==> config.mk <==
export PLATFORM = sky130hd
export DESIGN_NAME = jtag_scan_sequencer
export DESIGN_NICKNAME = d
export VERILOG_FILES = /design/src/rtl/jtag_scan_sequencer.sv
export SDC_FILE = /design/constraint.sdc
export NUM_CORES = 1
export LEC_CHECK = 0
export CAP_MARGIN = 10
export CORE_MARGIN = 8
export CORE_UTILIZATION = 53
export CTS_BUF_LIST = sky130_fd_sc_hd__clkbuf_4
export DETAILED_ROUTE_END_ITERATION = 10
export GPL_TIMING_DRIVEN = 0
export PLACE_DENSITY = 0.92
export SLEW_MARGIN = 20
export SYNTH_ARGS = -nofsm -noshare
export SYNTH_HDL_FRONTEND = slang
export SYNTH_SLANG_ARGS = --single-unit
==> constraint.sdc <==
create_clock -name jtagClk -period 4.8 [get_ports jtagClk]
set_input_delay 0.96 -clock jtagClk [delete_from_list [all_inputs] [get_ports jtagClk]]
set_output_delay 0.96 -clock jtagClk [all_outputs]
set_load 0.03 [all_outputs]
==> src/rtl/jtag_scan_sequencer.sv <==
// jtag_scan_sequencer: drives one IR+DR scan through a tracked IEEE 1149.1 TAP, with abort-to-Reset and TDO capture.
module jtag_scan_sequencer #(
    parameter int VECTORMAXWIDTH = 32,
    parameter int INSTRMAXWIDTH  = 5
) (
    input  logic                      jtagClk,
    input  logic                      jtagRst,
    input  logic                      start,
    input  logic                      abort,
    input  logic [INSTRMAXWIDTH-1:0]  instruction,
    input  logic [2:0]                instrWidth,
    input  logic [VECTORMAXWIDTH-1:0] testVector,
    input  logic [5:0]                vectorWidth,
    input  logic                      jtagTdo,
    output logic                      jtagTms,
    output logic                      jtagTdi,
    output logic [3:0]                tapState,
    output logic                      busy,
    output logic                      done,
    output logic                      aborted,
    output logic [VECTORMAXWIDTH-1:0] tdoData
);
    localparam int CW = $clog2(VECTORMAXWIDTH);
    localparam int IW = $clog2(INSTRMAXWIDTH);

    typedef enum logic [3:0] {
        RESET, IDLE, DR_SCAN, IR_SCAN, CAPTURE_IR, SHIFT_IR, EXIT1_IR, PAUSE_IR,
        EXIT2_IR, UPDATE_IR, CAPTURE_DR, SHIFT_DR, EXIT1_DR, PAUSE_DR, EXIT2_DR, UPDATE_DR
    } tap_t;

    tap_t                      state_q, state_d;
    logic                      busy_q, busy_d, done_q, done_d, aborted_q, aborted_d;
    logic                      dr_phase_q, dr_phase_d;
    logic [CW-1:0]             cnt_q, cnt_d;
    logic [INSTRMAXWIDTH-1:0]  instr_q, instr_d;
    logic [VECTORMAXWIDTH-1:0] vec_q, vec_d, tdo_q, tdo_d;
    logic [2:0]                n_q, n_d;
    logic [5:0]                m_q, m_d;
    logic                      tms_scan, accept, hit_reset, fin;

    always_comb begin
        tms_scan = 1'b1;
        case (state_q)
            RESET:                                     tms_scan = 1'b0;
            DR_SCAN:                                   tms_scan = !dr_phase_q;
            IR_SCAN, CAPTURE_IR, CAPTURE_DR, UPDATE_DR: tms_scan = 1'b0;
            SHIFT_IR:                                  tms_scan = cnt_q == CW'(n_q - 3'd1);
            SHIFT_DR:                                  tms_scan = cnt_q == CW'(m_q - 6'd1);
            default:                                   tms_scan = 1'b1;
        endcase
        // Without a scan in flight, any state other than Reset/Idle heads back to Reset.
        jtagTms = jtagRst || abort || (busy_q ? tms_scan : !(state_q inside {RESET, IDLE}));
        jtagTdi = state_q == SHIFT_IR ? instr_q[cnt_q[IW-1:0]] :
                  state_q == SHIFT_DR ? vec_q[cnt_q] : 1'b0;
    end

    always_comb begin
        state_d = state_q;
        case (state_q)
            RESET:      state_d = jtagTms ? RESET     : IDLE;
            IDLE:       state_d = jtagTms ? DR_SCAN   : IDLE;
            DR_SCAN:    state_d = jtagTms ? IR_SCAN   : CAPTURE_DR;
            IR_SCAN:    state_d = jtagTms ? RESET     : CAPTURE_IR;
            CAPTURE_IR: state_d = jtagTms ? EXIT1_IR  : SHIFT_IR;
            SHIFT_IR:   state_d = jtagTms ? EXIT1_IR  : SHIFT_IR;
            EXIT1_IR:   state_d = jtagTms ? UPDATE_IR : PAUSE_IR;
            PAUSE_IR:   state_d = jtagTms ? EXIT2_IR  : PAUSE_IR;
            EXIT2_IR:   state_d = jtagTms ? UPDATE_IR : SHIFT_IR;
            UPDATE_IR:  state_d = jtagTms ? DR_SCAN   : IDLE;
            CAPTURE_DR: state_d = jtagTms ? EXIT1_DR  : SHIFT_DR;
            SHIFT_DR:   state_d = jtagTms ? EXIT1_DR  : SHIFT_DR;
            EXIT1_DR:   state_d = jtagTms ? UPDATE_DR : PAUSE_DR;
            PAUSE_DR:   state_d = jtagTms ? EXIT2_DR  : PAUSE_DR;
            EXIT2_DR:   state_d = jtagTms ? UPDATE_DR : SHIFT_DR;
            UPDATE_DR:  state_d = jtagTms ? DR_SCAN   : IDLE;
            default:    state_d = RESET;
        endcase
    end

    always_comb begin
        accept     = start && !abort && !busy_q && state_q == IDLE;
        hit_reset  = abort && state_q != RESET && state_d == RESET;
        fin        = busy_q && state_q == UPDATE_DR && state_d == IDLE;
        busy_d     = accept || (busy_q && !hit_reset && !fin);
        done_d     = fin;
        aborted_d  = hit_reset;
        cnt_d      = (state_q inside {SHIFT_IR, SHIFT_DR}) && !jtagTms ? cnt_q + 1'b1 : '0;
        dr_phase_d = accept ? 1'b0 : state_q == UPDATE_IR ? 1'b1 : dr_phase_q;
        instr_d    = accept ? instruction : instr_q;
        vec_d      = accept ? testVector : vec_q;
        n_d        = accept ? (instrWidth inside {3'd3, 3'd4, 3'd5} ? instrWidth : 3'd5) : n_q;
        m_d        = accept ? (vectorWidth inside {6'd8, 6'd16, 6'd24, 6'd32} ? vectorWidth : 6'd32) : m_q;
        tdo_d      = accept ? '0 : tdo_q;
        if (!accept && state_q == SHIFT_DR)
            tdo_d[cnt_q] = jtagTdo;
    end

    always_ff @(posedge jtagClk or posedge jtagRst) begin
        if (jtagRst) begin
            state_q    <= RESET;
            busy_q     <= 1'b0;
            done_q     <= 1'b0;
            aborted_q  <= 1'b0;
            dr_phase_q <= 1'b0;
            cnt_q      <= '0;
            instr_q    <= '0;
            vec_q      <= '0;
            tdo_q      <= '0;
            n_q        <= 3'd0;
            m_q        <= 6'd0;
        end else begin
            state_q    <= state_d;
            busy_q     <= busy_d;
            done_q     <= done_d;
            aborted_q  <= aborted_d;
            dr_phase_q <= dr_phase_d;
            cnt_q      <= cnt_d;
            instr_q    <= instr_d;
            vec_q      <= vec_d;
            tdo_q      <= tdo_d;
            n_q        <= n_d;
            m_q        <= m_d;
        end
    end

    assign tapState = state_q;
    assign busy     = busy_q;
    assign done     = done_q;
    assign aborted  = aborted_q;
    assign tdoData  = tdo_q;
endmodule

Word-level counts from Yosys, hierarchy flattened
Index checks and enable logic that the tools add are counted.
{ "op_classes": {"n_eq_ne": 25, "reduce_logical": 35, "n_mux": 31, "n_lt_le_gt_ge": 3, "n_addsub": 3} }
{ "ops": {"columns": ["op", "count"], "rows": [
  ["$mux W32", 2],
  ["$pmux W4 S12", 1],
  ["$bwmux W32", 1],
  ["$eq A4 B4 Y1 const B", 8],
  ["$eq A4 B3 Y1 const B", 4],
  ["$mux W4", 4],
  ["$eq A6 B5 Y1 const B", 2],
  ["$logic_and A1 B1 Y1", 12],
  ["$mux W3", 4],
  ["$eq A5 B5 Y1", 2],
  ["$mux W5", 2],
  ["$mux W1", 9],
  ["$eq A4 B1 Y1 const B", 2],
  ["$eq A4 B2 Y1 const B", 2],
  ["$logic_not A1 Y1", 8],
  ["$logic_not A4 Y1", 2],
  ["$mux W2", 4],
  ["$reduce_bool A4 Y1", 2],
  ["$eq A3 B3 Y1 const B", 2],
  ["$eq A6 B4 Y1 const B", 1],
  ["$eq A6 B6 Y1 const B", 1],
  ["$lt A5 B6 Y1 const B", 1],
  ["$reduce_bool A2 Y1", 3],
  ["$add A5 B1 Y5 const B", 1],
  ["other kinds (14)", 17]
]} }
{ "word_totals": {"in_bits": 51, "regBits": 90, "wordCells": 108} }

Depth between registers and ports, before layout
{ "depth": {"word_depth": 13, "ltp_mapped": 9, "ltp_nobuf": 9} }

Worst setup path before layout
No wires, ideal clock.
{ "synth_path": {"kind": "input to output", "startpoint": "input jtagRst", "endpoint": "output jtagTms", "t_arrival_ns": 3.316, "stages": 3, "setup_slack_ns": 0.524, "cell_sequence": "inv_1 -> and2_1 -> a21oi_4"} }
{ "synth_via": {"elab_chain_len": 2} }
{ "synth_rtl": {"columns": ["element", "line_no", "rtl"], "rows": [
  ["from (decl)", "7", "input logic jtagRst,"],
  ["$logic_or A1 B1 Y1 (2 in series)", "52", "jtagTms = jtagRst || abort || (busy_q ? tms_scan : !(state_q inside {RESET, IDLE}));"],
  ["to (decl)", "15", "output logic jtagTms,"]
]} }
Every way passes these cells.

Final worst setup path
{ "layout_path": {"startpoint": "register state_q[1], in the netlist tapState[1]", "endpoint": "output jtagTms"} }
{ "layout_via": {"elab_chain_len": 5, "elab_cells_between_ends": 15, "classes_between": "eq/ne: 8; mux: 2; reduce/logical: 5"} }
{ "layout_rtl": {"columns": ["element", "line_no", "rtl"], "rows": [
  ["from (decl)", "31", "tap_t state_q, state_d;"],
  ["from (signal assigned)", "112", "state_q <= state_d;"],
  ["$eq A4 B4 Y1, or another cell as far along", "43", "case (state_q)"],
  ["$reduce_or A5 Y1 (no line) or $reduce_bool A2 Y1 (tied branches)", null, null],
  ["$pmux W1 S4 or $logic_not A1 Y1 (tied branches)", "43, 52", null],
  ["$mux W1 *", "52", null],
  ["$logic_or A1 B1 Y1 *", "52", null]
]} }
Mark *: on every way between the ends. The rest lies on a longest branch, timed or not.

==> impl_metrics.csv <==
group,metric,value,unit
cells_and_area,seqCellArea,2250,µm²
logic_synthesis,yosys.area.top_type,"dfrtp_1",
clock_tree,cts.sinks,90,
grt,grt_max_degree,60,
critical_path,arrival,3.58,ns
cells_and_area,final_common_cell,"nand2_1",
run,maxCapViolations,0,
cells_and_area,fin_nets,610,
placement,dp.cells,647,
clock_tree,cts-resized-gates,0,
placement,postPlaceCellArea,5480,µm²
critical_path,worst-path-max-fanout,9,
route,wirelength,11800,µm
grt,grtUsageTotal,21.5,%
logic_synthesis,async_flop_share,100,%
cells_and_area,syn2layout_area_growth,27.2,%
cells_and_area,n_antenna_cell,0,
clock_tree,cts_tree,"done",
sta,worst_slew_pin_slew,0.915,ns
power,power.density,418,nW/µm²
power,power,2340,µW
run_status,outcome,"completed",
critical_path,cp-start-kind,"flop",
cells_and_area,final_core_util,69.0,%
placement,hpwl,8470,µm
route,ant_nets,0,
cells_and_area,drive_gt1_share,6.46,%
logic_synthesis,synth_seq_cells,90,
logic_synthesis,ys.warnings.count,0,
sta,skew,0.0270,ns
power,p_leak,0.00250,µW
die,ios,92,
sta,max-slew-margin-rel,38.5,%
clock_tree,clock_latency,0.45,ns
logic_synthesis,syn_inst,450,
logic_synthesis,avgSynthCellArea,9.80,µm²
clock_tree,post_cts_buffers,0,
logic_synthesis,synthesis.nets,507,
critical_path,path_class,"reg -> out",
grt,grt_pass1_wl,19800,µm
grt,grt_overflow,0,
sta,setup_violations,0,
clock_tree,clockRootBuffer,"clkbuf_4",
grt,grt_busiest_layer,"met2",
critical_path,critPathRequiredTime,3.84,ns
route,wl_per_cell,17.8,µm
critical_path,critPathLaunch,"tapState[1]",
cells_and_area,multi_input_area,1970,µm²
clock_tree,htreeDepth,3,
cells_and_area,n_fill_cell,602,
sta,rsz0062_at_grt,"no",
hold_path,hp-class,"reg -> reg",
cells_and_area,final_cell_mix,"nand2_1 (125), clkdlybuf4s50_1 (91), dfrtp_1 (90), a21oi_1 (32), a32o_1 (28)",
grt,grt_pass1_vias,4025,
die,die_h,107,µm
clock_tree,clkTransAtPathRegs,0.14,ns
grt,grt_util_met3,5.82,%
sta,fin_crit,4.54,ns
logic_synthesis,synthTopCellsByArea,"dfrtp_1 (51%), nand2_1 (11%), a32o_1 (6.4%), mux4_2 (5.6%), a21oi_1 (3.6%)",
die,die_x,107,µm
die,start_util,54.2,%
grt,use_met1,26.6,%
logic_synthesis,synth_edf_count,0,
logic_synthesis,synth-seq-area-share,51.0,%
hold_path,holdCritStartpoint,"vec_q[10]",
logic_synthesis,ys_types,46,
grt,grtUsageMet2,35.1,%
sta,fmax,220,MHz
sta,holdWs,0.494,ns
power,ir_drop,266,µV
route,viasPerCell,5.86,
grt,antenna_found_initial,0,
die,dieArea,11500,µm²
critical_path,r2r-start,"tapState[3]",
die,num_rows,33,
clock_tree,cts-hold-fix-buffers,0,
route,drcViolationCount,0,
route,via_count,3882,
route,drt_iter0_markers,258,
placement,place_congestion,0.911,
critical_path,endpoint_kind,"primary output",
clock_tree,cts-buffers-inserted,9,
logic_synthesis,syn_area,4410,µm²
sta,hold_viol,0,
die,coreArea,8130,µm²
cells_and_area,final_cells,662,
clock_tree,cts_buffer_depth,2,
route,dr.pass1.iters,5,
logic_synthesis,synth_top_area_share,51.0,%
logic_synthesis,synth-main-ff-cell,"dfrtp_1",
sta,slew_viol_final,0,
cells_and_area,fin_area,5610,µm²
sta,post-route-period-util,94.5,%
placement,port_buffers,91,
-- worst max-delay path: stages (launching register included) --
cell and delay (ns):
dfrtp_1 0.37, buf_4 0.18, nand2_1 0.16, nor3_2 0.32
a31oi_1 0.19, or3_1 0.43, o31a_1 0.39, a21oi_4 0.34
clkdlybuf4s50_1 0.76
-- cell usage after synthesis (all sizes together), types with 3 or more instances --
master  instances
a21oi          33
a32o           28
and2            6
and3            3
buf             7
clkbuf         28
dfrtp          90
ha              6
inv            13
mux2i           5
mux4           11
nand2         125
nand3           7
nand4           3
nor2           18
nor3           15
nor3b           5
o21ai           9
xnor2           7
xor2            5
-- power by group --
| group | internal (µW) | total (µW) | switching [µW] |
|---|---|---|---|
| Combinational | 364 | 838 | 474 |
| Clock | 157 | 425 | 268 |
| Sequential | 950 | 1080 | 131 |
-- layout make-up --
cell class                      instances  area share (%)
Inverter                               13           0.914
Clock buffer                            9            1.20
Sequential cell                        90            40.1
Tap cell                              105            2.34
Clock inverter                          6            1.18
Multi-Input combinational cell        312            35.1
Timing Repair Buffer                   92            16.6
Buffer                                 35            2.52
-- per-stage QoR --
step | setup WS, ns | setup TNS (ns)
6_report | 0.263 | 0
5_1_grt | 0.0668 | 0
4_1_cts | 0.166 | 0
3_5_place_dp | 0.498 | 0
3_3_place_gp | -1.13 | -1.13
2_1_floorplan | 0.524 | 0
-- path summary, 6_finish.rpt --
| kind | to | cells past startpoint | slack, ns |
|---|---|---|---|
| worst max register to register | n_q[2] | 8 | 1.88 |
| worst min register to register | vec_q[10] | 2 | 0.49 |
| max in group asynchronous | vec_q[5] | 3 | 3.16 |
| worst max-delay path | jtagTms | 8 | 0.26 |
| min in group asynchronous | tdoData[19] | 2 | 1.01 |
| worst min-delay path | vec_q[10] | 2 | 0.49 |
-- cell families after synthesis --
logic type	count (synthesis)	synth area share, %
simple gates	192	19.5
flops	90	51.0
compound gates	86	14.4
xor+xnor	12	2.38
fa+ha+maj	6	1.70
mux	16	6.75
buf+inv	48	4.28
-- flip-flops by register name, summed over array words and instances, names as in the netlist --
| register | count |
|---|---|
| cnt_q | 5 |
| busy | 1 |
| m_q | 5 |
| tapState | 4 |
| tdoData | 32 |
| done | 1 |
| dr_phase_q | 1 |
| instr_q | 5 |
| n_q | 3 |
| aborted | 1 |
| vec_q | 32 |
-- layer usage --
| layer | part of all wire (%) | vias to the layer above |
|---|---|---|
| li1 | - | 1782 |
| met1 | 40 | 1877 |
| met5 | 0 | - |
| met3 | 8.6 | 19 |
| met2 | 50 | 204 |
| met4 | 1.8 | 0 |
No activity file was read; power rests on OpenSTA's default activity.
